**src/rtl/mips_pkg.sv**
```systemverilog
// Shared definitions for the multi-cycle MIPS control sequencer.
// Holds opcode/funct field values, the FSM state enum, ALU control codes,
// the ALU-control request classes and the datapath mux encodings.
package mips_pkg;

    localparam int unsigned OP_W  = 6;
    localparam int unsigned ALU_W = 4;
    localparam int unsigned SEL_W = 2;

    // opcode field values (instruction[31:26])
    localparam logic [OP_W-1:0] OP_RTYPE = 6'h00;
    localparam logic [OP_W-1:0] OP_J     = 6'h02;
    localparam logic [OP_W-1:0] OP_JAL   = 6'h03;
    localparam logic [OP_W-1:0] OP_BEQ   = 6'h04;
    localparam logic [OP_W-1:0] OP_BNE   = 6'h05;
    localparam logic [OP_W-1:0] OP_ADDI  = 6'h08;
    localparam logic [OP_W-1:0] OP_SLTI  = 6'h0A;
    localparam logic [OP_W-1:0] OP_ANDI  = 6'h0C;
    localparam logic [OP_W-1:0] OP_ORI   = 6'h0D;
    localparam logic [OP_W-1:0] OP_LW    = 6'h23;
    localparam logic [OP_W-1:0] OP_SW    = 6'h2B;

    // funct field values (instruction[5:0])
    localparam logic [OP_W-1:0] FN_SLL = 6'h00;
    localparam logic [OP_W-1:0] FN_SRL = 6'h02;
    localparam logic [OP_W-1:0] FN_JR  = 6'h08;
    localparam logic [OP_W-1:0] FN_ADD = 6'h20;
    localparam logic [OP_W-1:0] FN_SUB = 6'h22;
    localparam logic [OP_W-1:0] FN_AND = 6'h24;
    localparam logic [OP_W-1:0] FN_OR  = 6'h25;
    localparam logic [OP_W-1:0] FN_SLT = 6'h2A;

    typedef enum logic [3:0] {
        S_INIT, S_FETCH, S_DECODE, S_MEM_ADDR,
        S_MEM_RD, S_MEM_WB, S_MEM_WR, S_EXEC_R,
        S_R_WB, S_EXEC_I, S_I_WB, S_BRANCH,
        S_JUMP, S_JAL, S_JR, S_HALT
    } state_t;

    // ALU control codes
    localparam logic [ALU_W-1:0] ALU_AND = 4'b0000;
    localparam logic [ALU_W-1:0] ALU_OR  = 4'b0001;
    localparam logic [ALU_W-1:0] ALU_ADD = 4'b0010;
    localparam logic [ALU_W-1:0] ALU_SUB = 4'b0110;
    localparam logic [ALU_W-1:0] ALU_SLT = 4'b0111;
    localparam logic [ALU_W-1:0] ALU_SLL = 4'b1000;
    localparam logic [ALU_W-1:0] ALU_SRL = 4'b1001;

    // What the current state asks of the ALU-control decoder
    typedef enum logic [2:0] {
        ACLS_NONE, ACLS_ADD, ACLS_SUB, ACLS_FUNCT, ACLS_IMM
    } alu_class_t;

    // pc_source encodings
    localparam logic [SEL_W-1:0] PCS_ALU    = 2'b00;
    localparam logic [SEL_W-1:0] PCS_ALUOUT = 2'b01;
    localparam logic [SEL_W-1:0] PCS_JUMP   = 2'b10;
    localparam logic [SEL_W-1:0] PCS_REG    = 2'b11;

    // reg_dst encodings
    localparam logic [SEL_W-1:0] RD_RT = 2'b00;
    localparam logic [SEL_W-1:0] RD_RD = 2'b01;
    localparam logic [SEL_W-1:0] RD_RA = 2'b10;

    // mem_to_reg encodings
    localparam logic [SEL_W-1:0] M2R_ALUOUT = 2'b00;
    localparam logic [SEL_W-1:0] M2R_MDR    = 2'b01;
    localparam logic [SEL_W-1:0] M2R_PC     = 2'b10;

endpackage

```
**src/rtl/mips_alu_ctrl.sv**
```systemverilog
// Combinational ALU-control decoder.
// Ports: cls (request class from the FSM), opcode, funct -> alu_ctrl code,
// illegal (funct/opcode not supported for the requested class).
module mips_alu_ctrl
    import mips_pkg::*;
(
    input  alu_class_t        cls,
    input  logic [OP_W-1:0]   opcode,
    input  logic [OP_W-1:0]   funct,
    output logic [ALU_W-1:0]  alu_ctrl,
    output logic              illegal
);

    always_comb begin
        alu_ctrl = '0;
        illegal  = 1'b0;
        case (cls)
            ACLS_NONE: ;
            ACLS_ADD:  alu_ctrl = ALU_ADD;
            ACLS_SUB:  alu_ctrl = ALU_SUB;
            ACLS_FUNCT: begin
                case (funct)
                    FN_ADD:  alu_ctrl = ALU_ADD;
                    FN_SUB:  alu_ctrl = ALU_SUB;
                    FN_AND:  alu_ctrl = ALU_AND;
                    FN_OR:   alu_ctrl = ALU_OR;
                    FN_SLT:  alu_ctrl = ALU_SLT;
                    FN_SLL:  alu_ctrl = ALU_SLL;
                    FN_SRL:  alu_ctrl = ALU_SRL;
                    default: illegal  = 1'b1;
                endcase
            end
            ACLS_IMM: begin
                case (opcode)
                    OP_ADDI: alu_ctrl = ALU_ADD;
                    OP_SLTI: alu_ctrl = ALU_SLT;
                    OP_ANDI: alu_ctrl = ALU_AND;
                    OP_ORI:  alu_ctrl = ALU_OR;
                    default: illegal  = 1'b1;
                endcase
            end
            default: ;
        endcase
    end

endmodule

```
**src/rtl/mips_multicycle_ctrl.sv**
```systemverilog
// Multi-cycle MIPS control sequencer: walks each instruction through
// fetch/decode/execute/memory/writeback and drives datapath strobes and
// mux selects, stalling on mem_ready in FETCH, MEM_RD and MEM_WR.
// Ports: clk, rst (async active-high), opcode, funct, alu_zero, mem_ready in;
// write strobes, memory request, ALU/mux selects, branch_ne, retired out;
// halted out only when MIPS_CTRL_ILLEGAL_HALT_EN is defined.
// Option MIPS_CTRL_ILLEGAL_HALT_EN: illegal instructions park the FSM in
// HALT until reset; otherwise they retire as a NOP.
// Strobes are combinational from state (and mem_ready); the state register
// is the only storage.
module mips_multicycle_ctrl
    import mips_pkg::*;
(
    input  logic              clk,
    input  logic              rst,
    input  logic [OP_W-1:0]   opcode,
    input  logic [OP_W-1:0]   funct,
    input  logic              alu_zero,
    input  logic              mem_ready,
    output logic              pc_write,
    output logic              pc_write_cond,
    output logic              ir_write,
    output logic              reg_write,
    output logic              mem_read,
    output logic              mem_write,
    output logic              iord,
    output logic              alu_src_a,
    output logic [SEL_W-1:0]  alu_src_b,
    output logic [ALU_W-1:0]  alu_ctrl,
    output logic [SEL_W-1:0]  pc_source,
    output logic [SEL_W-1:0]  reg_dst,
    output logic [SEL_W-1:0]  mem_to_reg,
    output logic              branch_ne,
`ifdef MIPS_CTRL_ILLEGAL_HALT_EN
    output logic              halted,
`endif
    output logic              retired
);

`ifdef MIPS_CTRL_ILLEGAL_HALT_EN
    localparam state_t ILLEGAL_NEXT = S_HALT;
`else
    localparam state_t ILLEGAL_NEXT = S_FETCH;
`endif

    state_t     state, next_state;
    alu_class_t alu_cls;
    logic       funct_illegal;

    // alu_zero gates pc_write_cond inside the datapath; control does not need it
    logic unused_alu_zero;
    assign unused_alu_zero = alu_zero;

    mips_alu_ctrl u_alu_ctrl (
        .cls      (alu_cls),
        .opcode   (opcode),
        .funct    (funct),
        .alu_ctrl (alu_ctrl),
        .illegal  (funct_illegal)
    );

    // State register
    always_ff @(posedge clk or posedge rst) begin
        if (rst) state <= S_INIT;
        else     state <= next_state;
    end

    // Next-state logic
    always_comb begin
        next_state = state;
        case (state)
            S_INIT:     next_state = S_FETCH;
            S_FETCH:    if (mem_ready) next_state = S_DECODE;
            S_DECODE: begin
                case (opcode)
                    OP_LW, OP_SW:                     next_state = S_MEM_ADDR;
                    OP_RTYPE:                         next_state = (funct == FN_JR) ? S_JR : S_EXEC_R;
                    OP_ADDI, OP_SLTI, OP_ANDI, OP_ORI: next_state = S_EXEC_I;
                    OP_BEQ, OP_BNE:                   next_state = S_BRANCH;
                    OP_J:                             next_state = S_JUMP;
                    OP_JAL:                           next_state = S_JAL;
                    default:                          next_state = ILLEGAL_NEXT;
                endcase
            end
            S_MEM_ADDR: next_state = (opcode == OP_SW) ? S_MEM_WR : S_MEM_RD;
            S_MEM_RD:   if (mem_ready) next_state = S_MEM_WB;
            S_MEM_WR:   if (mem_ready) next_state = S_FETCH;
            S_EXEC_R:   next_state = funct_illegal ? ILLEGAL_NEXT : S_R_WB;
            S_EXEC_I:   next_state = S_I_WB;
            S_MEM_WB, S_R_WB, S_I_WB, S_BRANCH, S_JUMP, S_JAL, S_JR:
                        next_state = S_FETCH;
            S_HALT:     next_state = S_HALT;
            default:    next_state = S_INIT;
        endcase
    end

    // Output decode
    always_comb begin
        pc_write      = 1'b0;
        pc_write_cond = 1'b0;
        ir_write      = 1'b0;
        reg_write     = 1'b0;
        mem_read      = 1'b0;
        mem_write     = 1'b0;
        iord          = 1'b0;
        alu_src_a     = 1'b0;
        alu_src_b     = 2'b00;
        alu_cls       = ACLS_NONE;
        pc_source     = PCS_ALU;
        reg_dst       = RD_RT;
        mem_to_reg    = M2R_ALUOUT;
        branch_ne     = 1'b0;
        case (state)
            S_FETCH: begin
                mem_read  = 1'b1;
                alu_src_b = 2'b01;
                alu_cls   = ACLS_ADD;
                ir_write  = mem_ready;
                pc_write  = mem_ready;
            end
            S_DECODE: begin
                alu_src_b = 2'b11;
                alu_cls   = ACLS_ADD;
            end
            S_MEM_ADDR: begin
                alu_src_a = 1'b1;
                alu_src_b = 2'b10;
                alu_cls   = ACLS_ADD;
            end
            S_MEM_RD: begin
                mem_read = 1'b1;
                iord     = 1'b1;
            end
            S_MEM_WR: begin
                mem_write = 1'b1;
                iord      = 1'b1;
            end
            S_MEM_WB: begin
                reg_write  = 1'b1;
                reg_dst    = RD_RT;
                mem_to_reg = M2R_MDR;
            end
            S_EXEC_R: begin
                alu_src_a = 1'b1;
                alu_cls   = ACLS_FUNCT;
            end
            S_R_WB: begin
                reg_write = 1'b1;
                reg_dst   = RD_RD;
            end
            S_EXEC_I: begin
                alu_src_a = 1'b1;
                alu_src_b = 2'b10;
                alu_cls   = ACLS_IMM;
            end
            S_I_WB:     reg_write = 1'b1;
            S_BRANCH: begin
                alu_src_a     = 1'b1;
                alu_cls       = ACLS_SUB;
                pc_write_cond = 1'b1;
                pc_source     = PCS_ALUOUT;
                branch_ne     = (opcode == OP_BNE);
            end
            S_JUMP: begin
                pc_write  = 1'b1;
                pc_source = PCS_JUMP;
            end
            S_JAL: begin
                pc_write   = 1'b1;
                pc_source  = PCS_JUMP;
                reg_write  = 1'b1;
                reg_dst    = RD_RA;
                mem_to_reg = M2R_PC;
            end
            S_JR: begin
                pc_write  = 1'b1;
                pc_source = PCS_REG;
            end
            default: ;
        endcase
    end

    // Last cycle of an instruction: any entry into FETCH except the one out of reset
    assign retired = (next_state == S_FETCH) && (state != S_INIT) && (state != S_FETCH);

`ifdef MIPS_CTRL_ILLEGAL_HALT_EN
    assign halted = (state == S_HALT);
`endif

endmodule
```
**config.mk**
```make
export PLATFORM = sky130hd
export DESIGN_NAME = mips_multicycle_ctrl
export DESIGN_NICKNAME = d
export VERILOG_FILES = /design/src/rtl/mips_pkg.sv /design/src/rtl/mips_alu_ctrl.sv /design/src/rtl/mips_multicycle_ctrl.sv
export SDC_FILE = /design/constraint.sdc
export NUM_CORES = 1
export LEC_CHECK = 0
export BUFFER_PORTS_ARGS = -buffer_cell sky130_fd_sc_hd__buf_2
export CAP_MARGIN = 20
export CORE_AREA = 10 10 53 55
export CTS_CLUSTER_SIZE = 14
export DETAILED_ROUTE_END_ITERATION = 8
export DIE_AREA = 0 0 63 65
export PLACE_DENSITY = 0.84
export SYNTH_ARGS = -nofsm -noshare
export SYNTH_HDL_FRONTEND = slang
export SYNTH_HIERARCHICAL = 1
export SYNTH_SLANG_ARGS = --single-unit
```
**constraint.sdc**
```tcl
create_clock -name clk -period 6.7 [get_ports clk]
set_clock_uncertainty 0.05 [all_clocks]
set_input_delay 0.67 -clock clk [delete_from_list [all_inputs] [get_ports clk]]
set_output_delay 0.67 -clock clk [all_outputs]
set_load 0.03 [all_outputs]
```
Word level (Yosys, flattened, before mapping)

Cells that the tools add are included.

Register bits after elaboration: 4
Output and inout bits: 22

Reductions and logical operators: 19
Multiplexer cells: 28
Eq/ne operators: 38

Operator list:

| kind                                                                   | number |
|---|---|
| 4-bit case mux with 6 select lines                                     | 2 |
| 6-bit equality test (second input constant)                            | 7 |
| 4-bit case mux with 9 select lines                                     | 1 |
| 4-bit equality test (second input constant)                            | 8 |
| 6-bit by 4-bit equality test with 1-bit output (second input constant) | 5 |
| 4-bit 2-to-1 mux                                                       | 5 |
| 6-bit by 2-bit equality test with 1-bit output (second input constant) | 3 |
| 4-bit by 3-bit equality test with 1-bit output (second input constant) | 4 |
| 4-bit case mux with 4 select lines                                     | 1 |
| 6-bit by 3-bit equality test with 1-bit output (second input constant) | 2 |
| 6-bit logical NOT                                                      | 2 |
| 2-bit case mux with 3 select lines                                     | 2 |
| 3-bit case mux with 4 select lines                                     | 1 |
| 2-bit OR reduction                                                     | 6 |
| 4-bit OR reduction                                                     | 3 |
| 1-bit 2-to-1 mux                                                       | 10 |
| 3-bit case mux with 3 select lines                                     | 1 |
| 4-bit by 1-bit equality test with 1-bit output (second input constant) | 2 |
| 4-bit by 2-bit equality test with 1-bit output (second input constant) | 2 |
| 2-bit case mux with 2 select lines                                     | 2 |
| 8-bit OR reduction                                                     | 1 |
| 7-bit OR reduction                                                     | 1 |
| 3-bit by 2-bit equality test with 1-bit output (second input constant) | 2 |
| 3-bit OR reduction                                                     | 2 |
| other kinds (8)                                                        | 10 |

Depth between registers and ports, before layout

Gate-level depths: netlist of the first run.

Depth in word-level cells: 10
Depth in mapped cells: 12
Gate-level depth less buffers: 11

Hierarchy

The synthesis of the first run kept the hierarchy.

By module, submodules not included:

| module               | area an instance (um^2) | instances | cells an instance |
|---|---|---|---|
| mips_multicycle_ctrl | 616.8                   | 1         | 89 |
| mips_alu_ctrl        | 239.0                   | 1         | 35 |

Worst setup path before layout of the first run

OpenSTA, ideal clock, no wires.

Path kind: reg2out
Start point: register state[2]
End point: output port retired
Cell stages (with the launch flop): 12
Path buffers: 2
Data arrival time: 2633 ps
Required time: 5980 ps
Setup slack: 3347 ps
Cells stage by stage: dfrtp_1 > clkbuf_1 > buf_2 > nand2b_1 > a21oi_1 > nor2b_1 > nand2_1 > o32ai_1 > nand4b_1 > o31ai_1 > a311o_2 > nor3_2

Longest elaborated chain between the ends: 10
Elaborated cells on any way between the ends: 32
Classes of those cells: 19 x eq/ne; 7 x mux; 6 x reduce/logical

Ends and longest elaborated chain:

| element                                                                                                          | line                        | RTL |
|---|---|---|
| start: declaration                                                                                               | mips_multicycle_ctrl.sv:46  | `state_t state, next_state;` |
| start signal: assignment                                                                                         | mips_multicycle_ctrl.sv:65  | `else state <= next_state;` |
| 4-bit by 2-bit equality test with 1-bit output or 4-bit by 1-bit equality test with 1-bit output (tied branches) | mips_multicycle_ctrl.sv:113 | `case (state)` |
| 3-bit OR reduction (no line)                                                                                     | -                           |  |
| 3-bit case mux with 4 select lines (*)                                                                           | mips_multicycle_ctrl.sv:113 |  |
| via alu_cls[1]                                                                                                   | mips_multicycle_ctrl.sv:47  | `alu_class_t alu_cls;` |
| 3-bit equality test or 3-bit by 2-bit equality test with 1-bit output (tied branches)                            | mips_alu_ctrl.sv:17         | `case (cls)` |
| 1-bit case mux with 2 select lines (*)                                                                           | mips_alu_ctrl.sv:17         |  |
| via funct_illegal                                                                                                | mips_multicycle_ctrl.sv:48  | `logic funct_illegal;` |
| 4-bit 2-to-1 mux (*)                                                                                             | mips_multicycle_ctrl.sv:88  | `S_EXEC_R: next_state = funct_illegal ? ILLEGAL_NEXT : S_R_WB;` |
| 4-bit case mux with 9 select lines (*)                                                                           | mips_multicycle_ctrl.sv:71  | `case (state)` |
| via next_state[3]                                                                                                | mips_multicycle_ctrl.sv:46  |  |
| 4-bit by 1-bit equality test with 1-bit output (*)                                                               | mips_multicycle_ctrl.sv:184 | `assign retired = (next_state == S_FETCH) && (state != S_INIT) && (state != S_FETCH);` |
| 1-bit logical AND (*) (2 in series)                                                                              | mips_multicycle_ctrl.sv:184 |  |
| end: declaration                                                                                                 | mips_multicycle_ctrl.sv:37  | `output logic retired` |

The timed path passes the listed nets; every way through them passes the cells marked *.

Worst setup path in the final report of the first run

Same ends and word-level chain as after synthesis.

==> flow_metrics.py, run 1 <==
metrics = {
    "outcome": {
        "outcome": "finished clean",
    },
    "clock_tree": {
        "cts_made_buffers": 3,
        "ctsHoldBuffers": 0,
        "cts_setup_buffers": 0,
        "htree_levels": 1,
        "clk_transition_reported_paths_ps": 40,
        "cts_resized": 0,
        "cts_buffer_depth": 2,
        "clock_latency_ps": 230,
        "root_buffer": "clkbuf_4",
        "cts_tree": "yes",
        "cts.sinks": 4,
    },
    "global_routing": {
        "grt_max_degree": 19,
        "grt_antenna_before_repair": 0,
        "grt_pass1_wl_mm": 4.19,
        "overflow": 0,
        "grt_pass1_vias": 999,
        "grt.total_usage_pct": 11.5,
    },
    "pwr": {
        "finalPower_uw": 448,
        "ir_worst_vdd_mv": 0.274,
        "power_leakage_uw": 0.000523,
        "cellPowerDensity_nw_per_um2": 419,
    },
    "timing": {
        "maxSlewHeadroom_pct": 65.7,
        "setup_viol": 0,
        "setup_tns_ps": 0,
        "max_freq_mhz": 267,
        "setup_slack_ps": 2950,
        "tightest_slew_ps": 515,
        "rsz0062_at_grt": "no",
        "fin_crit_sh_pct": 55.9,
        "final_max_slew_viol_count": 0,
        "finalCriticalPeriod_ps": 3750,
        "timing.hold.ws_ps": 262,
        "hold_violations": 0,
    },
    "route": {
        "drt_first_pass_iters": 4,
        "wire_per_inst_um": 13.8,
        "drt_iter0_drc": 24,
        "vias": 1045,
        "postRouteAntennaNets": 0,
        "via_per_inst": 5.65,
        "drc_errors": 0,
        "routed_wl_mm": 2.56,
    },
    "worst_setup_path": {
        "reg2reg_from": "state[2]",
        "start_kind": "flop",
        "r2r-end": "state[3]",
        "critPathCaptureType": "output pin",
        "crit_fanout": 18,
        "critPathRequiredTime_ps": 5980,
        "path_class": "reg -> out",
        "crit_arrival_ps": 3030,
        "rrSetupSlack_ps": 4100,
        "ff2ff_path_depth": 8,
    },
    "floorplanning": {
        "die_h_um": 65,
        "rows": 16,
        "coreArea_um2": 1860,
        "die-area_um2": 4100,
        "boundaryPins": 38,
        "dieWidth_um": 63,
        "start_util_pct": 46.0,
    },
    "cells_and_area": {
        "largest_reg_flops": 4,
        "post-route-cell-area_um2": 1070,
        "area_growth_pct": 25.0,
        "layout-drive-gt1-share_pct": 30.4,
        "top_regs": "state (4)",
        "regMostFlops": "state",
        "antenna_cells": 0,
        "num-nets-final": 176,
    },
    "synthesis": {
        "synth_cells": 124,
        "syn_nets": 140,
        "synth_ff_type": "dfrtp_1",
        "synth-seq-cells": 4,
        "async_flop_share_pct": 100,
        "synth-edff-count": 0,
        "yosysSeqAreaShare_pct": 11.7,
        "syn_area_um2": 856,
        "ys_types": 51,
        "ys_warn_count": 6,
        "synth.avg_cell_area_um2": 6.90,
    },
    "place": {
        "placed_cell_area_um2": 1050,
        "place_congestion": 0.821,
        "dp_hpwl_mm": 2.08,
        "pre_cts_ws_ps": 3220,
        "numPortBuffers": 36,
    },
    "min_path": {
        "hold_class": "in -> async",
    },
    "run": {
        "cap_violations": 0,
    },
}
==> layout by cell type (no fill, tap or decap), types with 3 or more instances in the layout <==
| cell type | n |
|---|---|
| buf_2 | 36 |
| nor2_1 | 21 |
| nand2_1 | 12 |
| nand2b_1 | 8 |
| inv_1 | 6 |
| a21oi_1 | 5 |
| nor2b_1 | 4 |
| nor3_1 | 4 |
| dfrtp_1 | 4 |
| nand3_1 | 3 |
| o31ai_1 | 3 |
| nor3b_1 | 3 |
| clkbuf_4 | 3 |
==> report_power, final <==
part	switching (uW)	internal [uW]
sequential	47.7	34.8
clock	8.58	19.9
combinational	218	119
==> layout make-up <==
type,count,area [um^2]
repair buffers,36,180
well taps,27,33.8
clock buffers,3,22.5
fillers,184,792
multi-input cells,109,711
flip-flops and latches,4,100
inverters,6,22.5
==> synth_stat cells (3+ instances only) <==
cell type,number,area share (%)
inv_1,6,2.6
o31ai_1,3,2.6
nor3b_1,3,2.6
nand3_1,3,1.8
nor2_1,21,9.2
nand2_1,12,5.3
nor2b_1,4,2.9
nand2b_1,8,5.8
dfrtp_1,4,12
nor3_1,4,2.3
a21oi_1,5,2.9
buf_2,3,1.8
==> layer usage <==
layer / part of all wire, % / global-route usage (%)
met2: 52 / 22.8
met4: 0 / 3.35
met1: 44 / 12.0
met3: 4.3 / 2.06
met5: 0 / 0
==> cell families after synthesis <==
logic type | after synthesis | share of synthesized area (%)
buf+inv | 11 | 5.26
compound gates | 31 | 28.9
flops | 4 | 11.7
xor+xnor | 2 | 2.05
simple gates | 76 | 52.0
==> worst max path at each step <==
stage / from / end / slack [ps]
2_1_floorplan: state[2] / retired / 3350
3_3_place_gp: state[2] / retired / 3270
3_5_place_dp: state[2] / retired / 3220
4_1_cts: state[3] / retired / 2940
5_1_grt: state[3] / retired / 2760
6_report: state[2] / retired / 2950
==> per-stage QoR <==
step	std cells	util (%)
after floorplan	124	-
after global placement	182	56.3
after detailed placement	182	56.3
after CTS	185	57.5
after global routing	185	57.5
final	185	57.5
==> critical path, stage by stage (launching register included) <==
cell,delay (ps)
dfrtp_1,560
nand2b_1,310
a21oi_1,250
nor2b_1,200
nand2_1,110
o32ai_1,350
nand4b_1,160
o31ai_1,80
a311o_2,390
nor3_2,160
buf_2,220
(Power assumes the default switching activity.)
==> run 2, diff against run 1 <==
Settings changed: CORE_AREA 10 10 53 55 to 10 10 57 59, DIE_AREA 0 0 63 65 to 0 0 67 69, PLACE_DENSITY 0.84 to 0.76.
Clock period 6.7 ns to 3.09 ns, I/O delays scaled along.
==> run 2 against run 1 <==
Compared with the run above:
- hold slack improved by 130 ps
- utilization decreased by 1.9 points
- die area increased by 13%
- highest routed layer is now met4
- via count increased by 5.8%
- sequential power increased by 64%
- largest power group unchanged
==> flow_metrics.py, run 2 (synthesis results as in run 1) <==
metrics = {
    "outcome": {
        "outcome": "finished clean",
    },
    "global_routing": {
        "grt_pass1_wl_mm": 4.55,
        "grt_pass1_vias": 1061,
        "grt_max_degree": 14,
        "grt_antenna_before_repair": 0,
        "grt.total_usage_pct": 11.1,
        "overflow": 0,
    },
    "worst_setup_path": {
        "crit_arrival_ps": 2610,
        "crit_slowest_cell": "dfrtp_2",
        "start_kind": "flop",
        "crit_fanout": 8,
        "critPathRequiredTime_ps": 2730,
        "reg2reg_from": "state[2]",
        "crit_start": "state[2]",
        "crit_path_cell_trace": "nand2b_4 -> a21oi_4 -> nor2b_2 -> nand2_1 -> o32ai_2 -> nand4b_1 -> o31ai_1 -> a311o_2 -> nor3_2 -> buf_4",
        "max_stage_delay_ps": 460,
        "critPathCaptureType": "output pin",
        "path_class": "reg -> out",
    },
    "floorplanning": {
        "start_util_pct": 39.8,
        "die-area_um2": 4620,
        "coreArea_um2": 2150,
        "boundaryPins": 38,
        "rows": 17,
        "dieWidth_um": 67,
        "die_h_um": 69,
    },
    "min_path": {
        "hold_start": "mem_ready",
        "hold_class": "in -> reg",
    },
    "pwr": {
        "share_seq_of_total_power_pct": 11.8,
        "p_sw_share_pct": 56.9,
        "netSwitchingPower_uw": 655,
        "intPower_uw": 496,
        "pwr-share-comb_pct": 82.9,
        "power_leakage_uw": 0.000567,
        "cellPowerDensity_nw_per_um2": 964,
        "ir_worst_vdd_mv": 0.659,
        "clock_power_share_pct": 5.4,
    },
    "timing": {
        "finalCriticalPeriod_ps": 2970,
        "timing.hold.ws_ps": 388,
        "hold_violations": 0,
        "max_freq_mhz": 337,
        "setup_viol": 0,
        "final_max_slew_viol_count": 0,
        "tightest_slew_ps": 611,
        "setup_slack_ps": 124,
        "maxSlewHeadroom_pct": 58.2,
        "fin_crit_sh_pct": 96.0,
    },
    "clock_tree": {
        "cts_tree": "yes",
        "htree_levels": 1,
        "clock_latency_ps": 230,
        "cts.sinks": 4,
        "cts_made_buffers": 3,
        "clk_transition_reported_paths_ps": 30,
        "root_buffer": "clkbuf_4",
        "cts_buffer_depth": 2,
    },
    "cells_and_area": {
        "top_regs": "state (4)",
        "antenna_cells": 0,
        "n_fill_cell": 219,
        "num-nets-final": 184,
        "layout-drive-gt1-share_pct": 40.4,
        "final_common_cell": "buf_2",
        "area_growth_pct": 39.5,
        "largest_reg_flops": 4,
        "regMostFlops": "state",
        "mostFrequentLayoutCells": "buf_2, nor2_1, nand2_1",
    },
    "place": {
        "numPortBuffers": 36,
        "dp_hpwl_mm": 2.17,
        "pre_cts_ws_ps": 143,
        "place_congestion": 0.840,
    },
    "route": {
        "postRouteAntennaNets": 0,
        "drt_iter0_drc": 83,
        "vias": 1106,
        "drc_errors": 0,
        "via_per_inst": 5.70,
        "drt_first_pass_iters": 4,
        "wire_per_inst_um": 14.7,
        "routed_wl_mm": 2.85,
    },
    "run": {
        "cap_violations": 0,
    },
}
[run 2: cell types whose count changed in the layout (fill, tap and decap cells not counted), sizes merged]
cell	delta
buf	+7
dlygate4sd3	+1
[run 2: worst paths after layout]
check / endpoint / slack (ps) / cells after the start
max: retired / 120 / 10
min: state[0] / 390 / 4
max reg2reg: state[3] / 860 / 8
min reg2reg: state[1] / 610 / 2
max in group asynchronous: state[0] / 2380 / 3
min in group asynchronous: state[3] / 450 / 3
[run 2: what timing repair did]
action                     CTS  global route
hold buffers                 1             0
pin swaps                    0             2
resized for setup            3            16
setup endpoints to repair    1             1
buffers inserted             0             2
hold endpoints to repair     4             0
[run 2: power groups by stage]
stage | combinational (uW) | clock [uW] | sequential [uW]
2_1_floorplan | 626 | 0 | 102
3_3_place_gp | 837 | 0 | 118
3_5_place_dp | 849 | 0 | 119
4_1_cts | 863 | 64.9 | 119
5_1_grt | 1040 | 68.4 | 140
6_report | 954 | 61.6 | 135
[run 2: layout make-up]
cell class / count / area, um^2 / share of cell area, %
repair buffers: 44 / 249 / 20.9
multi-input cells: 109 / 759 / 63.6
clock buffers: 3 / 22.5 / 1.89
well taps: 28 / 35.0 / 2.94
inverters: 6 / 22.5 / 1.89
flip-flops and latches: 4 / 105 / 8.81
[run 2: worst max-delay path, delay by kind of cell, from the launching register on]
family	cells	cell delay, ps
buf+inv	1	180
flops	1	460
compound gates	4	930
simple gates	5	800
[run 2: layer usage]
metal	global-route usage, %	vias up	wire, um
li1	-	548	-
met1	13.0	527	1250
met2	19.2	29	1430
met3	2.74	2	140
met4	2.71	0	21
met5	0	-	0
[run 2: through the flow]
step,area (um^2),TNS (ps),cells,utilization (%),total power [uW]
6_report,1190,0,194,55.6,1150
2_1_floorplan,856,0,124,-,728
3_5_place_dp,1090,0,188,50.6,968
3_3_place_gp,1090,0,188,50.6,955
5_1_grt,1190,-8.99,194,55.6,1250
4_1_cts,1130,0,192,52.7,1050
